**src/rtl/uart_wb_pkg.sv**
```systemverilog
// Shared definitions for the UART-to-Wishbone command bridge.
// Provides command/response byte codes, the FSM state encoding and the
// transmit guard length used by the serializer.
package uart_wb_pkg;

    localparam logic [7:0] CMD_READ  = 8'h72;  // 'r'
    localparam logic [7:0] CMD_WRITE = 8'h77;  // 'w'
    localparam logic [7:0] CMD_GO    = 8'h67;  // 'g'

    localparam logic [7:0] RSP_OK  = 8'h2E;    // '.'
    localparam logic [7:0] RSP_ERR = 8'h21;    // '!'

    // tx_busy is not trusted in the tx_wr cycle and the two cycles after it,
    // because the UART takes that long to raise busy.
    localparam logic [1:0] TX_GUARD = 2'd3;

    typedef enum logic [2:0] {
        StIdle = 3'd0,
        StAddr = 3'd1,
        StData = 3'd2,
        StWb   = 3'd3,
        StTx   = 3'd4
    } state_e;

    function automatic logic is_cmd(input logic [7:0] b);
        return (b == CMD_READ) || (b == CMD_WRITE) || (b == CMD_GO);
    endfunction

endpackage

```
**src/rtl/uart_wb_txser.sv**
```systemverilog
// MSB-first byte serializer towards the UART transmitter.
// Ports:
//   clk_i, rst_ni     clock, asynchronous active-low reset
//   start_i           load word_i/count_i (count is 1 or 4 bytes)
//   word_i            bytes to send, first byte in [31:24]
//   count_i           number of bytes to send
//   tx_busy_i         UART transmitter busy
//   tx_data_o/tx_wr_o byte and one-cycle write strobe to the UART
//   done_o            all bytes sent and transmitter idle (one cycle)
module uart_wb_txser
    import uart_wb_pkg::*;
(
    input  logic        clk_i,
    input  logic        rst_ni,
    input  logic        start_i,
    input  logic [31:0] word_i,
    input  logic [2:0]  count_i,
    input  logic        tx_busy_i,
    output logic [7:0]  tx_data_o,
    output logic        tx_wr_o,
    output logic        done_o
);

    logic [31:0] sh_q, sh_d;
    logic [2:0]  left_q, left_d;
    logic [1:0]  guard_q, guard_d;
    logic        active_q, active_d;
    logic [7:0]  data_q, data_d;
    logic        wr_q, wr_d;

    assign done_o    = active_q && (left_q == 3'd0) && (guard_q == 2'd0) && !tx_busy_i;
    assign tx_data_o = data_q;
    assign tx_wr_o   = wr_q;

    always_comb begin
        sh_d     = sh_q;
        left_d   = left_q;
        guard_d  = guard_q;
        active_d = active_q;
        data_d   = data_q;
        wr_d     = 1'b0;
        if (guard_q != 2'd0) begin
            guard_d = guard_q - 2'd1;
        end
        if (start_i) begin
            sh_d     = word_i;
            left_d   = count_i;
            active_d = 1'b1;
        end else if (active_q && (guard_q == 2'd0) && !tx_busy_i) begin
            if (left_q != 3'd0) begin
                wr_d    = 1'b1;
                data_d  = sh_q[31:24];
                sh_d    = {sh_q[23:0], 8'h00};
                left_d  = left_q - 3'd1;
                guard_d = TX_GUARD;
            end else begin
                active_d = 1'b0;
            end
        end
    end

    always_ff @(posedge clk_i or negedge rst_ni) begin
        if (!rst_ni) begin
            sh_q     <= '0;
            left_q   <= '0;
            guard_q  <= '0;
            active_q <= 1'b0;
            data_q   <= '0;
            wr_q     <= 1'b0;
        end else begin
            sh_q     <= sh_d;
            left_q   <= left_d;
            guard_q  <= guard_d;
            active_q <= active_d;
            data_q   <= data_d;
            wr_q     <= wr_d;
        end
    end

endmodule

```
**src/rtl/uart_wb_bridge.sv**
```systemverilog
// Serial debug/loader command responder: decodes 'r', 'w' and 'g' commands
// from UART bytes, runs single 32-bit Wishbone cycles and answers on UART tx.
// Ports:
//   clk, reset_n                    clock, asynchronous active-low reset
//   rx_data/rx_avail/rx_ack         UART receive byte handshake
//   tx_data/tx_wr/tx_busy           UART transmit byte handshake
//   wb_*                            Wishbone master (single cycles, sel=F)
//   go_stb/go_adr                   jump request from a 'g' command
//   busy                            FSM not idle
module uart_wb_bridge
    import uart_wb_pkg::*;
#(
    parameter int unsigned TIMEOUT    = 1000000,
    parameter int unsigned WB_TIMEOUT = 1023
) (
    input  logic        clk,
    input  logic        reset_n,
    input  logic [7:0]  rx_data,
    input  logic        rx_avail,
    output logic        rx_ack,
    output logic [7:0]  tx_data,
    output logic        tx_wr,
    input  logic        tx_busy,
    output logic [31:0] wb_adr_o,
    output logic [31:0] wb_dat_o,
    input  logic [31:0] wb_dat_i,
    output logic [3:0]  wb_sel_o,
    output logic        wb_we_o,
    output logic        wb_cyc_o,
    output logic        wb_stb_o,
    input  logic        wb_ack_i,
    output logic        go_stb,
    output logic [31:0] go_adr,
    output logic        busy
);

    localparam int unsigned TW = $clog2(TIMEOUT + 1);
    localparam int unsigned WW = $clog2(WB_TIMEOUT + 1);
    localparam logic [TW-1:0] TmoMax = TW'(TIMEOUT);
    localparam logic [WW-1:0] WbLast = WW'(WB_TIMEOUT - 1);

    state_e        state_q, state_d;
    logic [7:0]    cmd_q, cmd_d;
    logic [31:0]   adr_q, adr_d;
    logic [31:0]   dat_q, dat_d;
    logic          we_q, we_d;
    logic          cyc_q, cyc_d;
    logic [1:0]    cnt_q, cnt_d;
    logic [TW-1:0] tmo_q, tmo_d;
    logic [WW-1:0] wbt_q, wbt_d;
    logic          rx_ack_q, rx_ack_d;
    logic          go_stb_q, go_stb_d;
    logic [31:0]   go_adr_q, go_adr_d;

    logic          take;
    logic          ser_start;
    logic [31:0]   ser_word;
    logic [2:0]    ser_count;
    logic          ser_done;

    assign rx_ack   = rx_ack_q;
    assign wb_adr_o = adr_q;
    assign wb_dat_o = dat_q;
    assign wb_we_o  = we_q;
    assign wb_cyc_o = cyc_q;
    assign wb_stb_o = cyc_q;
    assign wb_sel_o = {4{cyc_q}};
    assign go_stb   = go_stb_q;
    assign go_adr   = go_adr_q;
    assign busy     = (state_q != StIdle);

    // A byte is only taken when rx_ack is low, so intake can never happen
    // on consecutive cycles.
    assign take = rx_avail && !rx_ack_q &&
                  ((state_q == StIdle) || (state_q == StAddr) || (state_q == StData));

    // Response selection; only sampled by the serializer on ser_start.
    always_comb begin
        if (!wb_ack_i) begin
            ser_word  = {RSP_ERR, 24'h0};
            ser_count = 3'd1;
        end else if (we_q) begin
            ser_word  = {RSP_OK, 24'h0};
            ser_count = 3'd1;
        end else begin
            ser_word  = wb_dat_i;
            ser_count = 3'd4;
        end
    end

    always_comb begin
        state_d   = state_q;
        cmd_d     = cmd_q;
        adr_d     = adr_q;
        dat_d     = dat_q;
        we_d      = we_q;
        cyc_d     = cyc_q;
        cnt_d     = cnt_q;
        tmo_d     = tmo_q;
        wbt_d     = wbt_q;
        rx_ack_d  = 1'b0;
        go_stb_d  = 1'b0;
        go_adr_d  = go_adr_q;
        ser_start = 1'b0;

        if (take) begin
            rx_ack_d = 1'b1;
            tmo_d    = '0;
        end else if (tmo_q != TmoMax) begin
            tmo_d = tmo_q + TW'(1);
        end

        unique case (state_q)
            StIdle: begin
                if (take && is_cmd(rx_data)) begin
                    cmd_d   = rx_data;
                    cnt_d   = 2'd0;
                    state_d = StAddr;
                end
            end
            StAddr: begin
                if (take) begin
                    adr_d = {adr_q[23:0], rx_data};
                    cnt_d = cnt_q + 2'd1;
                    if (cnt_q == 2'd3) begin
                        case (cmd_q)
                            CMD_READ: begin
                                we_d    = 1'b0;
                                cyc_d   = 1'b1;
                                wbt_d   = '0;
                                state_d = StWb;
                            end
                            CMD_WRITE: state_d = StData;
                            default: begin
                                go_adr_d = {adr_q[23:0], rx_data};
                                go_stb_d = 1'b1;
                                state_d  = StIdle;
                            end
                        endcase
                    end
                end else if (tmo_q >= TmoMax) begin
                    state_d = StIdle;
                end
            end
            StData: begin
                if (take) begin
                    dat_d = {dat_q[23:0], rx_data};
                    cnt_d = cnt_q + 2'd1;
                    if (cnt_q == 2'd3) begin
                        we_d    = 1'b1;
                        cyc_d   = 1'b1;
                        wbt_d   = '0;
                        state_d = StWb;
                    end
                end else if (tmo_q >= TmoMax) begin
                    state_d = StIdle;
                end
            end
            StWb: begin
                if (wb_ack_i || (wbt_q == WbLast)) begin
                    cyc_d     = 1'b0;
                    ser_start = 1'b1;
                    state_d   = StTx;
                end else begin
                    wbt_d = wbt_q + WW'(1);
                end
            end
            StTx: begin
                if (ser_done) begin
                    state_d = StIdle;
                end
            end
            default: state_d = StIdle;
        endcase
    end

    always_ff @(posedge clk or negedge reset_n) begin
        if (!reset_n) begin
            state_q  <= StIdle;
            cmd_q    <= '0;
            adr_q    <= '0;
            dat_q    <= '0;
            we_q     <= 1'b0;
            cyc_q    <= 1'b0;
            cnt_q    <= '0;
            tmo_q    <= '0;
            wbt_q    <= '0;
            rx_ack_q <= 1'b0;
            go_stb_q <= 1'b0;
            go_adr_q <= '0;
        end else begin
            state_q  <= state_d;
            cmd_q    <= cmd_d;
            adr_q    <= adr_d;
            dat_q    <= dat_d;
            we_q     <= we_d;
            cyc_q    <= cyc_d;
            cnt_q    <= cnt_d;
            tmo_q    <= tmo_d;
            wbt_q    <= wbt_d;
            rx_ack_q <= rx_ack_d;
            go_stb_q <= go_stb_d;
            go_adr_q <= go_adr_d;
        end
    end

    uart_wb_txser u_txser (
        .clk_i     (clk),
        .rst_ni    (reset_n),
        .start_i   (ser_start),
        .word_i    (ser_word),
        .count_i   (ser_count),
        .tx_busy_i (tx_busy),
        .tx_data_o (tx_data),
        .tx_wr_o   (tx_wr),
        .done_o    (ser_done)
    );

endmodule

```
**config.mk**
```make
export PLATFORM = sky130hd
export DESIGN_NAME = uart_wb_bridge
export DESIGN_NICKNAME = d
export VERILOG_FILES = /design/src/rtl/uart_wb_pkg.sv /design/src/rtl/uart_wb_txser.sv /design/src/rtl/uart_wb_bridge.sv
export SDC_FILE = /design/constraint.sdc
export NUM_CORES = 1
export LEC_CHECK = 0
export CORE_MARGIN = 4
export CORE_UTILIZATION = 47
export DETAILED_ROUTE_END_ITERATION = 16
export PLACE_DENSITY = 0.77
export SETUP_SLACK_MARGIN = 0.1
export SYNTH_ARGS = -nofsm -noshare
export SYNTH_HDL_FRONTEND = slang
export SYNTH_SLANG_ARGS = --single-unit
```
**constraint.sdc**
```tcl
create_clock -name clk -period 2 [get_ports clk]
set_input_delay 0.4 -clock clk [delete_from_list [all_inputs] [get_ports clk]]
set_output_delay 0.4 -clock clk [all_outputs]
set_load 0.005 [all_outputs]
```
; Yosys cells after proc, flatten, opt, wreduce, memory -nomap -nowiden
; Index checks and enable logic that the tools add are counted.
[totals]
ff_bits = 190
elab_cells = 152
out_inout_bits = 115
[op_classes]
addsub = 5
n_reduce_logical = 41
eq_ne = 25
bitwise_logic = 2
n_lt_le_gt_ge = 1
mux = 60
[ops]
columns = op, n
row1 = two-way mux 32 bit, 5
row2 = two-way mux 10 bit, 6
row3 = "== test 8 x 7 -> 1 bit, second input constant", 5
row4 = two-way mux 20 bit, 2
row5 = two-way mux 3 bit, 13
row6 = case mux 10 bit (3 select lines), 1
row7 = two-way mux 1 bit, 22
row8 = "adder 20 x 1 -> 20 bit, second input constant", 1
row9 = "greater-or-equal comparator 20 bit, second input constant", 1
row10 = "inequality test 20 bit, second input constant", 1
row11 = case mux 3 bit (5 select lines), 1
row12 = AND reduction 7 bit, 2
row13 = two-way mux 2 bit, 6
row14 = "inequality test 2 bit, second input constant", 6
row15 = nonzero test 2 bit, 6
row16 = "adder 10 x 1 -> 10 bit, second input constant", 1
row17 = "== test 10 bit, second input constant", 1
row18 = "inequality test 2 x 1 -> 1 bit, second input constant", 5
row19 = AND reduction 2 bit, 5
row20 = nonzero test 3 bit, 3
row21 = logical AND 1 bit, 8
row22 = case mux 2 bit (2 select lines), 2
row23 = "== test 3 x 2 -> 1 bit, second input constant", 2
row24 = zero test 3 bit, 2
row25 = 18 further kinds, 27

; Depth between registers and ports, before layout
[depth]
word_depth = 7
ltp_mapped = 9
ltp_nobuf = 8

; Cells and area by module
; From an unflattened synthesis, not the netlist that was laid out.
[unflattened]
hier_cells = 697
area_unflattened_um2 = 8409.3
[by_module_without_submodules]
columns = mod, instances, cells_per_inst, seq_area_each_um2, area_each_um2
row1 = uart_wb_bridge, 1, 498, 3578.4, 6238.5
row2 = uart_wb_txser, 1, 199, 1176.1, 2170.8

; Worst setup path before layout
; OpenSTA, ideal clock, no wires.
[synth_path]
path_kind = register -> register
startpoint = register cmd_q[3]
endpoint = register we_q, in the netlist wb_we_o
period_less_slack_ns = 2.069
path_stages_with_launch = 5
t_arrival_ns = 1.944
path_buffers = 0
path_slack_ns = -0.069
path_cell_list = dfrtp_1 nand4b_1 or4_4 a2111oi_4 mux2_4
[synth_via]
elab_chain_len = 3
[synth_lines]
columns = item, line
row1 = from (decl), uart_wb_bridge.sv:43  ; logic [7:0] cmd_q, cmd_d;
row2 = from (signal assigned), uart_wb_bridge.sv:193  ; cmd_q <= cmd_d;
row3 = == test 8 x 7 -> 1 bit, uart_wb_bridge.sv:126  ; case (cmd_q)
row4 = inequality test 2 x 1 -> 1 bit (no source line), --
row5 = AND reduction 6 bit (no source line), --
row6 = to (signal assigned), uart_wb_bridge.sv:196  ; we_q <= we_d;
row7 = to (decl), uart_wb_bridge.sv:46  ; logic we_q, we_d;
; No other way between the ends.
; A chain may end at the register's enable or synchronous reset.

; Final worst setup path
[layout_path]
startpoint = register cmd_q[7]
endpoint = register wbt_q[6]
[layout_via]
elab_chain_len = 3
[layout_lines]
columns = item, line
row1 = == test 8 x 7 -> 1 bit, uart_wb_bridge.sv:126
row2 = inequality test 2 x 1 -> 1 bit (no source line), --
row3 = AND reduction 7 bit (no source line), --
row4 = to (signal assigned), uart_wb_bridge.sv:200  ; wbt_q <= wbt_d;
row5 = to (decl), uart_wb_bridge.sv:50  ; logic [WW-1:0] wbt_q, wbt_d;
; No other way between the ends.

==> metrics.yaml <==
p_sw_share_pct: 29.06
rr_startpoint: "cmd_q[7]$_DFFE_PN0P_"
worstSkewPairLatency_ns: 0.43
vias: 6224
clock_skew_ns: 0.01171
yosys_register_bits: 190
die_y_microns: 139.5
drt-vias-per-instance: 5.513
worstPathMaxFanout: 8
synthFlopType: "dfrtp_1"
synthesis.nets: 726
finalSetupViolCount: 3
internal-power_mw: 10.10
grt_max_degree: 48
final_cells: 1129
synthCells: 674
htreeDepth: 4
drv_slew: 0
switchingPower_mw: 4.139
cp_num_buf_inv: 1
synth.distinct_cells: 61
cap_violations: 0
cts.root.buffer_cell: "clkbuf_16"
worst_slack_ns: -0.07328
power_density_nw_per_um2: 1216
yosysMostFrequentCell: "dfrtp_1"
start_util_pct: 48.50
cts_tree: "yes"
fin_crit_sh_pct: 103.7
ir_worst_vdd_v: 0.0007050
synth_edf_count: 0
ios: 160
netlist_top_cells_area: "dfrtp_1, mux2_2, mux2_1"
top_layer: "met4"
wl_per_cell_microns: 18.76
cp_slowest_cell: "or4_4"
ys_seq_area_share_pct: 58.49
synth_top_area_share_pct: 58.49
grt_pass1_wl_microns: 34050
p_leak_nw: 5.154
nNetsFinal: 948
fin_area_sq_um: 11710
rsz0062_at_grt: "true"
place_inst: 1081
fin_util_pct: 69.87
combPwrFrac_pct: 33.4
synth_top_cells_by_count: "dfrtp_1, mux2_2, nor2_1"
pre_cts_ws_ns: -0.4219
yosys.area.top_type: "dfrtp_1"
clock_power_share_pct: 25.3
placed_cell_area_sq_um: 10490
worst_pin_slew_ns: 0.4656
hold_path_class: "in -> async"
start_kind: "flop"
ff2ff_setup_slack_ns: -0.07
timing.final.crit_period_ns: 2.073
routed_wl_microns: 21180
max_clock_freq_mhz: 482.3
async_reset_ff_share_pct: 100.0
crit-reg2reg-capture: "wbt_q[6]$_DFFE_PN0P_"
seqPwrFrac_pct: 41.3
routed-wl-met3_microns: 1021
ys_warn_count: 0
grt-ovfl-total: 0
fill_cells: 1118
endpoint_kind: "flop"
grt_pass1_vias: 6422
cp.required_ns: 2.35
dr.pass1.iters: 5
antenna_left: 0
synthesis.area_sq_um: 8129
grt.total_usage_pct: 21.50
crit_arrival_ns: 2.42
finalPower_mw: 14.24
crit_family: "simple AND/OR/NAND/NOR gates"
drc: 0
antenna_found_initial: 0
syn_avg_cell_area_sq_um: 12.06
path_clk_slew_ns: 0.07
numCtsBuffers: 17
diodes: 0
crit_chain: "nand2b_4 > or4_4 > o2bb2ai_4 > buf_6 > or4_1 > a21oi_1"
gp_congestion: 0.8381
portBuffers: 159
dieArea_sq_um: 19460
place_hpwl_microns: 13850
status: "complete, but fails checks"
clkSinkCount: 190
cts_buffer_depth: 2
area_growth_pct: 44.05
rows: 47
core_sq_um: 16760
drtIter0Drc: 350
drive_above_1_share_pct: 28.60
reg2regPathDepth: 6
wl_met1_microns: 8810
violations: "setup timing"
worst-setup-path-type: "reg -> reg"
wl_met2_microns: 10990
crit_path_max_incr_delay_ns: 0.52
slew_headroom_pct: 68.96
die_w_microns: 139.5
hold_violations: 0
==> through the flow <==
| step | hold slack [ns] | TNS (ns) |
|---|---|---|
| 2_1_floorplan | 0.1044 | 0 |
| 3_3_place_gp | 0.3648 | -19.21 |
| 3_5_place_dp | 0.3746 | -22.87 |
| 4_1_cts | 0.4748 | -0.09093 |
| 5_1_grt | 0.5090 | -1.198 |
| 6_report | 0.4755 | -0.1456 |
==> per-layer routing <==
metal	up-vias	GRT usage, %
met5	-	0
met4	0	5.510
met3	30	4.014
met2	204	37.96
met1	3134	27.37
li1	2856	-
==> registers in the layout (all words and copies together), names as in the netlist <==
| signal | flops |
|---|---|
| u_txser.tx_wr_o | 1 |
| wb_dat_o | 32 |
| wb_we_o | 1 |
| wbt_q | 10 |
| state_q | 3 |
| go_adr | 32 |
| cnt_q | 2 |
| go_stb | 1 |
| wb_adr_o | 32 |
| u_txser.guard_q | 2 |
| u_txser.tx_data_o | 8 |
| cmd_q | 8 |
| u_txser.active_q | 1 |
| tmo_q | 20 |
| u_txser.sh_q | 32 |
| u_txser.left_q | 3 |
| wb_cyc_o | 1 |
| rx_ack | 1 |
==> cell usage in the layout (no fill, tap or decap), types with 14 or more instances in the layout <==
master and count:
dfrtp_1 187, clkdlybuf4s50_1 155, mux2_2 59, buf_4 57, nor2_1 46, mux2_4 42
nand2_1 40, a21oi_1 36, o21ai_0 27, clkbuf_16 20, inv_1 14
==> kinds of logic (layout without fill, tap and decap cells) <==
family                     Yosys count  after routing  share of synthesized area, %
DFF                                190            190                         58.49
and+or+nand+nor                    187            187                         12.11
AOI/OAI and AO/OA                  113            113                         8.635
muxes                              110            110                         15.27
buffers and inverters               50            285                         2.586
xor gates and xnor gates            17             17                         1.832
adders and majority gates            7              7                         1.077
==> worst max-delay path by stage <==
stage / start / to / slack (ns) / depth (start not counted)
2_1_floorplan: cmd_q[7]$_DFFE_PN0P_ / wb_we_o$_DFFE_PN0P_ / 0.04 / 4
3_3_place_gp: rx_avail / wbt_q[3]$_DFFE_PN0P_ / -0.35 / 7
3_5_place_dp: rx_data[6] / state_q[0]$_DFFE_PN0P_ / -0.42 / 6
4_1_cts: cmd_q[7]$_DFFE_PN0P_ / wbt_q[6]$_DFFE_PN0P_ / -0.04 / 6
5_1_grt: cmd_q[7]$_DFFE_PN0P_ / wbt_q[6]$_DFFE_PN0P_ / -0.12 / 6
6_report: cmd_q[7]$_DFFE_PN0P_ / wbt_q[6]$_DFFE_PN0P_ / -0.07 / 6
==> layout make-up <==
cell class,instances,area (sq um),share of cell area [%]
clock buffer,20,456.7,3.900
clock inverter,12,172.7,1.475
tap,220,275.3,2.351
multi-input combinational,434,3562,30.42
inverter,15,68.82,0.5877
timing repair buffer,238,2416,20.63
sequential,190,4758,40.63
==> what timing repair did <==
item,4_1_cts,5_1_grt
cloned,3,3
endpoints found under the setup margin,48,111
buffers inserted,6,3
pin swaps,13,11
hold buffers,1,0
resized for setup,37,70
hold endpoints to repair,42,0
==> power groups by stage <==
| stage | clock network (mW) | logic (mW) | registers [mW] |
|---|---|---|---|
| after floorplan | 0 | 1.80 | 5.70 |
| after global placement | 0 | 4.01 | 5.78 |
| after detailed placement | 0 | 4.16 | 5.88 |
| after CTS | 3.66 | 4.38 | 5.84 |
| after global routing | 3.83 | 5.11 | 6.04 |
| final | 3.60 | 4.76 | 5.88 |
Power figures use the tool's default switching activity.
